==> src/rtl/rob_pkg.sv <==
// Shared sizing, packet and entry types for the reorder buffer.
// Tags are 1-based: tag 0 means "no tag / value lives in the regfile".
package rob_pkg;

   localparam int ROB_SZ = 8;
   localparam int TAG_W  = $clog2(ROB_SZ) + 1;
   localparam int PTR_W  = $clog2(ROB_SZ);
   localparam int CNT_W  = $clog2(ROB_SZ + 1);

   typedef struct packed {
      logic       has_dest;
      logic [4:0] dest_reg_idx;
   } DP_PACKET;

   typedef struct packed {
      logic [TAG_W-1:0] rob_tag;
      logic [31:0]      value;
   } CDB_PACKET;

   typedef struct packed {
      logic [TAG_W-1:0] rob_tag;
      logic             t_plus;
   } MAP_PACKET;

   typedef struct packed {
      MAP_PACKET map_packet_a;
      MAP_PACKET map_packet_b;
   } MAP_ROB_PACKET;

   typedef struct packed {
      logic [TAG_W-1:0] rob_tag;
      logic [4:0]       dest_reg_idx;
      logic             has_dest;
      logic [31:0]      value;
   } ROB_HEAD_PACKET;

   typedef struct packed {
      logic [TAG_W-1:0] rob_tag;
   } ROB_TAIL_PACKET;

   typedef struct packed {
      logic           retire_valid;
      ROB_HEAD_PACKET rob_head;
      ROB_TAIL_PACKET rob_new_tail;
   } ROB_MAP_PACKET;

   typedef struct packed {
      logic        valid;
      logic        complete;
      logic        has_dest;
      logic [4:0]  dest_reg_idx;
      logic [31:0] value;
   } ROB_ENTRY;

   function automatic logic [PTR_W-1:0] tag_to_idx(input logic [TAG_W-1:0] tag);
      logic [TAG_W-1:0] idx_full;
      idx_full = tag - TAG_W'(1);
      return idx_full[PTR_W-1:0];
   endfunction

   function automatic logic [TAG_W-1:0] idx_to_tag(input logic [PTR_W-1:0] idx);
      return TAG_W'(idx) + TAG_W'(1);
   endfunction

endpackage

==> src/rtl/rob_ptr_ctrl.sv <==
// Head/tail/count bookkeeping for the reorder buffer circular queue.
// Full and empty are derived from the registered count only.
module rob_ptr_ctrl
   import rob_pkg::*;
(
   input  logic             clock_i,
   input  logic             rst_n_i,
   input  logic             alloc_i,
   input  logic             retire_i,
   input  logic             flush_i,
   output logic [PTR_W-1:0] head_o,
   output logic [PTR_W-1:0] tail_o,
   output logic [CNT_W-1:0] count_o,
   output logic             full_o,
   output logic             empty_o
);

   logic [PTR_W-1:0] head_q, head_d;
   logic [PTR_W-1:0] tail_q, tail_d;
   logic [CNT_W-1:0] count_q, count_d;

   always_ff @(posedge clock_i or negedge rst_n_i) begin
      if (!rst_n_i) begin
         head_q  <= '0;
         tail_q  <= '0;
         count_q <= '0;
      end else begin
         head_q  <= head_d;
         tail_q  <= tail_d;
         count_q <= count_d;
      end
   end

   // Pointers wrap naturally because ROB_SZ is a power of two.
   always_comb begin
      head_d  = head_q;
      tail_d  = tail_q;
      count_d = count_q;
      if (flush_i) begin
         head_d  = '0;
         tail_d  = '0;
         count_d = '0;
      end else begin
         if (alloc_i)  tail_d = tail_q + PTR_W'(1);
         if (retire_i) head_d = head_q + PTR_W'(1);
         count_d = count_q + CNT_W'(alloc_i) - CNT_W'(retire_i);
      end
   end

   assign head_o  = head_q;
   assign tail_o  = tail_q;
   assign count_o = count_q;
   assign full_o  = (count_q == CNT_W'(ROB_SZ));
   assign empty_o = (count_q == '0);

endmodule

==> src/rtl/rob.sv <==
// Reorder buffer: tag allocation, CDB capture, operand read and in-order retire.
// Optional ROB_SQUASH_EN adds a squash input that flushes the buffer after the head retires.
module rob
   import rob_pkg::*;
(
   input  logic          clock,
   input  logic          reset,
`ifdef ROB_SQUASH_EN
   input  logic          squash,
`endif
   input  logic          dispatch_valid,
   input  DP_PACKET      dp_packet,
   input  CDB_PACKET     cdb_packet,
   input  MAP_ROB_PACKET map_rob_packet,
   output ROB_MAP_PACKET rob_map_packet,
   output logic [31:0]   rob_rs_value_a,
   output logic [31:0]   rob_rs_value_b,
   output logic          rob_full
);

   ROB_ENTRY         entry_q [ROB_SZ];
   logic [PTR_W-1:0] head, tail;
   logic [CNT_W-1:0] count;
   logic             full, empty, flush;
   logic             alloc_en, retire_en;
   logic [ROB_SZ-1:0] alloc_hit, retire_hit, cdb_hit;
   ROB_ENTRY         head_entry;

`ifdef ROB_SQUASH_EN
   assign flush = squash;
`else
   assign flush = 1'b0;
`endif

   assign head_entry = entry_q[head];
   assign retire_en  = !empty && head_entry.valid && head_entry.complete;
   assign alloc_en   = dispatch_valid && !full && !flush;

   rob_ptr_ctrl u_ptr (
      .clock_i  (clock),
      .rst_n_i  (reset),
      .alloc_i  (alloc_en),
      .retire_i (retire_en),
      .flush_i  (flush),
      .head_o   (head),
      .tail_o   (tail),
      .count_o  (count),
      .full_o   (full),
      .empty_o  (empty)
   );

   // CDB only lands on entries that are currently in flight.
   for (genvar gi = 0; gi < ROB_SZ; gi++) begin : g_hit
      assign alloc_hit[gi]  = alloc_en  && (tail == PTR_W'(gi));
      assign retire_hit[gi] = retire_en && (head == PTR_W'(gi));
      assign cdb_hit[gi]    = entry_q[gi].valid &&
                              (cdb_packet.rob_tag == TAG_W'(gi + 1));
   end

   always_ff @(posedge clock or negedge reset) begin
      if (!reset) begin
         for (int i = 0; i < ROB_SZ; i++) entry_q[i] <= '0;
      end else if (flush) begin
         for (int i = 0; i < ROB_SZ; i++) begin
            entry_q[i].valid    <= 1'b0;
            entry_q[i].complete <= 1'b0;
         end
      end else begin
         for (int i = 0; i < ROB_SZ; i++) begin
            if (alloc_hit[i]) begin
               entry_q[i].valid        <= 1'b1;
               entry_q[i].complete     <= 1'b0;
               entry_q[i].has_dest     <= dp_packet.has_dest;
               entry_q[i].dest_reg_idx <= dp_packet.dest_reg_idx;
            end else begin
               if (retire_hit[i]) entry_q[i].valid <= 1'b0;
               if (cdb_hit[i]) begin
                  entry_q[i].complete <= 1'b1;
                  entry_q[i].value    <= cdb_packet.value;
               end
            end
         end
      end
   end

   always_comb begin
      rob_map_packet                      = '0;
      rob_map_packet.retire_valid         = retire_en;
      rob_map_packet.rob_new_tail.rob_tag = idx_to_tag(tail);
      if (retire_en) begin
         rob_map_packet.rob_head.rob_tag      = idx_to_tag(head);
         rob_map_packet.rob_head.dest_reg_idx = head_entry.dest_reg_idx;
         rob_map_packet.rob_head.has_dest     = head_entry.has_dest;
         rob_map_packet.rob_head.value        = head_entry.value;
      end
   end

   assign rob_rs_value_a = (map_rob_packet.map_packet_a.t_plus &&
                            map_rob_packet.map_packet_a.rob_tag != '0) ?
                           entry_q[tag_to_idx(map_rob_packet.map_packet_a.rob_tag)].value : 32'h0;
   assign rob_rs_value_b = (map_rob_packet.map_packet_b.t_plus &&
                            map_rob_packet.map_packet_b.rob_tag != '0) ?
                           entry_q[tag_to_idx(map_rob_packet.map_packet_b.rob_tag)].value : 32'h0;

   assign rob_full = full;

   logic unused_count;
   assign unused_count = ^count;

endmodule

==> config.mk <==
export PLATFORM = sky130hd
export DESIGN_NAME = rob
export DESIGN_NICKNAME = d
export VERILOG_FILES = /design/src/rtl/rob_pkg.sv /design/src/rtl/rob_ptr_ctrl.sv /design/src/rtl/rob.sv
export SDC_FILE = /design/constraint.sdc
export NUM_CORES = 1
export LEC_CHECK = 0
export BUFFER_PORTS_ARGS = -buffer_cell sky130_fd_sc_hd__buf_2
export CORE_ASPECT_RATIO = 0.6
export CORE_UTILIZATION = 53
export DETAILED_ROUTE_END_ITERATION = 6
export PLACE_DENSITY = 0.72
export SETUP_SLACK_MARGIN = 0.1
export SYNTH_ARGS = -nofsm -noshare
export SYNTH_HDL_FRONTEND = slang
export SYNTH_SLANG_ARGS = --single-unit
==> constraint.sdc <==
create_clock -name clock -period 6.25 [get_ports clock]
set_clock_uncertainty 0.2 [all_clocks]
set_input_delay 0.625 -clock clock [delete_from_list [all_inputs] [get_ports clock]]
set_output_delay 0.625 -clock clock [all_outputs]
set_load 0.005 [all_outputs]
### Word level (Yosys, flattened, before mapping)

Cells that the tools add are included.

| word-level totals | value |
|---|---|
| register bits after elaboration | 330 |
| input bits | 55 |
| logic and storage cells | 184 |

| cells by class | value |
|---|---|
| $add $sub $neg | 8 |
| order comparisons | 3 |
| eq/ne operators | 23 |
| multiplexer cells | 36 |
| bitwise gates (word level) | 11 |
| reductions and logical operators | 60 |

Operator list:

| kind | number |
|---|---|
| $bmux W40 S3 | 3 |
| $mux W32 | 6 |
| $mux W40 | 2 |
| $mux W42 | 1 |
| $reduce_bool A2 Y1 | 16 |
| $logic_and A1 B1 Y1 | 29 |
| $eq A3 B3 Y1 const B | 8 |
| $eq A4 B3 Y1 const B | 4 |
| $mux W1 | 16 |
| $mux W2 | 8 |
| $reduce_and A2 Y1 | 8 |
| $eq A3 B2 Y1 const B | 4 |
| $ge A4 B4 Y1 const B | 3 |
| $not A3 Y4 | 3 |
| $add A3 B1 Y4 const B | 2 |
| $eq A4 B2 Y1 const B | 2 |
| $eq A4 B4 Y1 const B | 2 |
| $not A1 Y1 | 8 |
| $reduce_bool A4 Y1 | 2 |
| $add A3 B1 Y3 const B | 2 |
| $eq A3 B1 Y1 const B | 2 |
| $logic_not A3 Y1 | 2 |
| $sub A3 B1 Y3 const B | 2 |
| $add A4 B1 Y4 | 1 |
| other kinds (4) | 5 |

### Longest topological paths before layout

| depth | value |
|---|---|
| depth after elaboration | 9 |
| gate-level depth with buffers | 12 |
| depth with buffers taken out | 12 |

### Cells and area by module

A second synthesis with hierarchy kept.

| unflattened totals | value |
|---|---|
| cells, all modules | 1410 |
| area total of the unflattened synthesis | 19381.1 um^2 |

By module, submodules not included:

| module | times used | cells each | area an instance (um^2) |
|---|---|---|---|
| rob | 1 | 1358 | 18820.6 |
| rob_ptr_ctrl | 1 | 52 | 560.5 |

### Worst setup path after synthesis

OpenSTA, ideal clock, no wires.

| path | value |
|---|---|
| kind | input-to-output |
| start point | input port map_rob_packet[1] in the netlist's numbering |
| end point | output port rob_rs_value_b[14] |
| arrival | 2630 ps |
| path slack | 2795 ps |
| stages on the path | 9 |
| cells stage by stage | buf_2 > buf_2 > inv_1 > ha_1 > clkbuf_1 > buf_1 > mux4_2 > nand2_1 > a21oi_1 |

| on the way | value |
|---|---|
| cells in the longest elaborated chain, start to end | 6 |

Ends and longest elaborated chain:

| what | RTL line | source |
|---|---|---|
| start, declared | rob.sv:14 | `input MAP_ROB_PACKET map_rob_packet,` |
| $sub A3 B1 Y3 | rob_pkg.sv:57 | `idx_full = tag - TAG_W'(1);` |
| $not A3 Y4 (not written as such) | rob.sv:103 | `entry_q[tag_to_idx(map_rob_packet.map_packet_b.rob_tag)].value : 32'h0;` |
| $bmux W40 S3 | rob.sv:103 |  |
| $mux W32 (not written as such) (2 in series) | rob.sv:103 |  |
| $mux W32 (*) | rob.sv:102 | `map_rob_packet.map_packet_b.rob_tag != '0) ?` |
| end, declared | rob.sv:17 | `output logic [31:0] rob_rs_value_b,` |

Every way passes the cells marked *; elsewhere a longest branch is shown, timed or not. The select of a mux whose other input is x is not followed.

==> impl_summary.log <==
INFO  metric met3_usage = 6.57%
INFO  metric worst_setup_hold_path_clk_slew = approximately 70 ps
INFO  metric ys_warn_count = 0
INFO  metric worstMarginPinSlew = 1130 ps
INFO  metric ys_types = 43
INFO  metric most_common_library_cell_in_the_layout_ignoring_fill_and_taps = sky130_fd_sc_hd__dfrtp_1
INFO  metric cap_violations = 0
INFO  metric cts_root_buffer = sky130_fd_sc_hd__clkbuf_16
INFO  metric floorplan.die.width = ~250 µm
INFO  metric grt_pass1_vias = 13800
INFO  metric cts_made_buffers = 35
INFO  metric final_cell_mix = sky130_fd_sc_hd__dfrtp_1, sky130_fd_sc_hd__nand2_1, sky130_fd_sc_hd__mux4_2, sky130_fd_sc_hd__mux2_2, sky130_fd_sc_hd__buf_2
INFO  metric setup.worst_path.start_class = register
INFO  metric synthToLayoutAreaGrowth = 11.6%
INFO  metric grt_usage = between 20 and 30%
INFO  metric drt_wl_total = roughly 54000 µm
INFO  metric crit_required = approximately 5400 ps
INFO  metric ff2ff_path_depth = 10
INFO  metric io-pin-count = 167
INFO  metric finalMaxSlewViolations = 0
INFO  metric syn_inst = between 1000 and 1500
INFO  metric post_synth_instance_area = just under 20000 µm²
INFO  metric synth.net_count = about 1500
INFO  metric antenna_cells = 0
INFO  metric ctsLongestPathBuffers = 3
INFO  metric dieHeight = 151 µm
INFO  metric final-hold-violation-count = 0
INFO  metric final.min_clock_period = ~4600 ps
INFO  metric io_buffers = around 170
INFO  metric worst-path-max-fanout = 39
INFO  metric grtUsageMet1 = between 40% and 50%
INFO  metric fin_util = roughly 60%
INFO  metric hpwl = 31900 µm
INFO  metric synth_top_area_share = between 40% and 50%
INFO  metric worst_case_vdd_ir_drop = around 0.31 mV
INFO  metric unrepaired_setup_endpoints_after_global_routing = false
INFO  metric syn-mean-instance-area = approximately 14 µm²
INFO  metric gr-max-usage-layer = met2
INFO  metric globalRouteOverflowTotal = 0
INFO  metric drt_pre_antenna_iters = 5
INFO  metric run_status = complete, no violations
INFO  metric cts_sinks = 330
INFO  metric power = roughly 0.011 W
INFO  metric num_vias = 13100
INFO  metric synth_top_area_cell = sky130_fd_sc_hd__dfrtp_1
INFO  metric fillers = 2762
INFO  metric endpoint_kind = primary output
INFO  metric hold_path.class = in -> reg
INFO  metric synth-seq-area-share = a little over two fifths
INFO  metric cts_resized = 0
INFO  metric final-setup-viol-count = 0
INFO  metric worst_skew_pair.late_latency = ~530 ps
INFO  metric synth.area.top_cells = sky130_fd_sc_hd__dfrtp_1, sky130_fd_sc_hd__mux4_2, sky130_fd_sc_hd__mux2_2, sky130_fd_sc_hd__mux2_1, sky130_fd_sc_hd__nand2_1
INFO  metric timing.setup.critical_path_class = reg -> out
INFO  metric drive_gt1_share = 45.2%
INFO  metric drtIter0Drc = 1281
INFO  metric post_dp_cell_area = around 20000 µm²
INFO  metric leakagePower = 9.45 nW
INFO  metric timing.fmax = around 220 MHz
INFO  metric post_drt_wl_per_cell = 26.9 µm
INFO  metric placeableCoreArea = roughly 36000 µm²
INFO  metric fin_nets = 1596
INFO  metric antenna_found_initial = 1
INFO  metric layout.cell_area.non_filler = 21800 µm²
INFO  metric power-per-cell-area = around 530 nW/µm²
INFO  metric worst_ep_arrival_time = between 3000 and 4000 ps
INFO  metric synth-seq-cells = 330
INFO  metric start_util = 53.8%
INFO  metric gp_congestion = between 0.8 and 0.9
INFO  metric post_drt_via_cell_ratio = 6.53
INFO  metric htree_levels = 2
INFO  metric core_rows = 54
INFO  metric global_route_wire_length_before_repair = approximately 84000 µm
INFO  metric relSlewSlack = between 20% and 30%
INFO  metric final_min_period_over_clock_period = 73.6%
INFO  metric met2_capacity_usage_during_global_routing = about 47%
INFO  metric min_path_cells = 2
INFO  metric route.detailed.drc = 0
INFO  metric fp.dieArea = between 30000 and 40000 µm²
INFO  metric totalNegativeSetupSlack = 0 ps
INFO  metric grt_start_max_net_pins = around 160
INFO  metric tritoncts_clock_tree = done
INFO  metric antenna_left = 0
[registers in the layout, indices dropped and copies added, names as in the netlist]
name	count
entry_q	320
u_ptr.head_o	3
u_ptr.count_o	4
u_ptr.tail_o	3
[routing by layer]
layer	up-vias	part of all wire, %
met1	6951	42
li1	5506	-
met4	2	2.3
met5	-	0.015
met3	98	8.0
met2	591	47
[cell families after synthesis]
group,Yosys count,synth area share (%)
muxes,512,42.2
DFF,330,42.3
and+or+nand+nor,270,6.24
buffers and inverters,138,3.94
AOI/OAI and AO/OA,123,3.40
adders and majority gates,23,1.51
xor gates and xnor gates,8,0.359
[power breakdown]
group          internal, W  total, W  switching [W]
clock network      0.00134   0.00221       0.000877
registers          0.00322   0.00433        0.00111
logic              0.00287   0.00489        0.00202
[worst max-delay path, stage by stage (launching register included)]
cell	delay [ps]
sky130_fd_sc_hd__dfrtp_4	950
sky130_fd_sc_hd__inv_1	310
sky130_fd_sc_hd__mux4_2	570
sky130_fd_sc_hd__a2bb2oi_4	600
sky130_fd_sc_hd__buf_4	500
sky130_fd_sc_hd__a21oi_1	120
sky130_fd_sc_hd__buf_2	150
[path summary, 6_finish.rpt]
| kind | from | endpoint | slack [ps] |
|---|---|---|---|
| min | cdb_packet[16] | entry_q[296] | 220 |
| max reg2reg | u_ptr.head_o[1] | u_ptr.count_o[1] | 2160 |
| max in group asynchronous | reset | u_ptr.head_o[1] | 4000 |
| min reg2reg | entry_q[238] | entry_q[238] | 270 |
| max | u_ptr.head_o[1] | rob_map_packet[19] | 1650 |
| min in group asynchronous | reset | entry_q[26] | 410 |
[area by class of cell]
class | count | area (µm²) | share of cell area, %
well taps | 476 | 596 | 2.73
clock buffers | 46 | 1010 | 4.64
flip-flops and latches | 330 | 8270 | 38.0
clock inverters | 10 | 179 | 0.822
inverters | 26 | 97.6 | 0.448
repair buffers | 189 | 1030 | 4.75
multi-input cells | 936 | 10600 | 48.7
[synthesized netlist by cell type, drive strengths merged]
cell type / count
nand3: 12
fa: 1
nor2: 10
ha: 22
a31oi: 4
clkbuf: 42
nor3: 1
inv: 26
nand2: 221
nand4: 5
o31ai: 3
xnor2: 5
nand2b: 1
buf: 70
o21ai: 2
xor2: 3
a21oi: 103
mux4: 206
a2bb2oi: 1
and4: 2
and2: 4
dfrtp: 330
or3b: 1
a21o: 10
mux2i: 2
and2b: 1
nor3b: 1
nor2b: 5
nand4b: 1
nor4: 1
and3: 4
mux2: 304
[stage by stage]
stage,hold WS (ps),setup slack [ps],std cells
global placement,253,2140,1956
floorplan,129,2790,1404
finish,221,1650,2013
CTS,207,1610,2013
detailed placement,261,2120,1956
global route,233,1470,2013
[timing repair]
item	4_1_cts	5_1_grt
buffers inserted	0	0
endpoints found under the hold margin	49	0
hold buffers	1	0
Note: power is estimated with default switching activity, not from simulation.
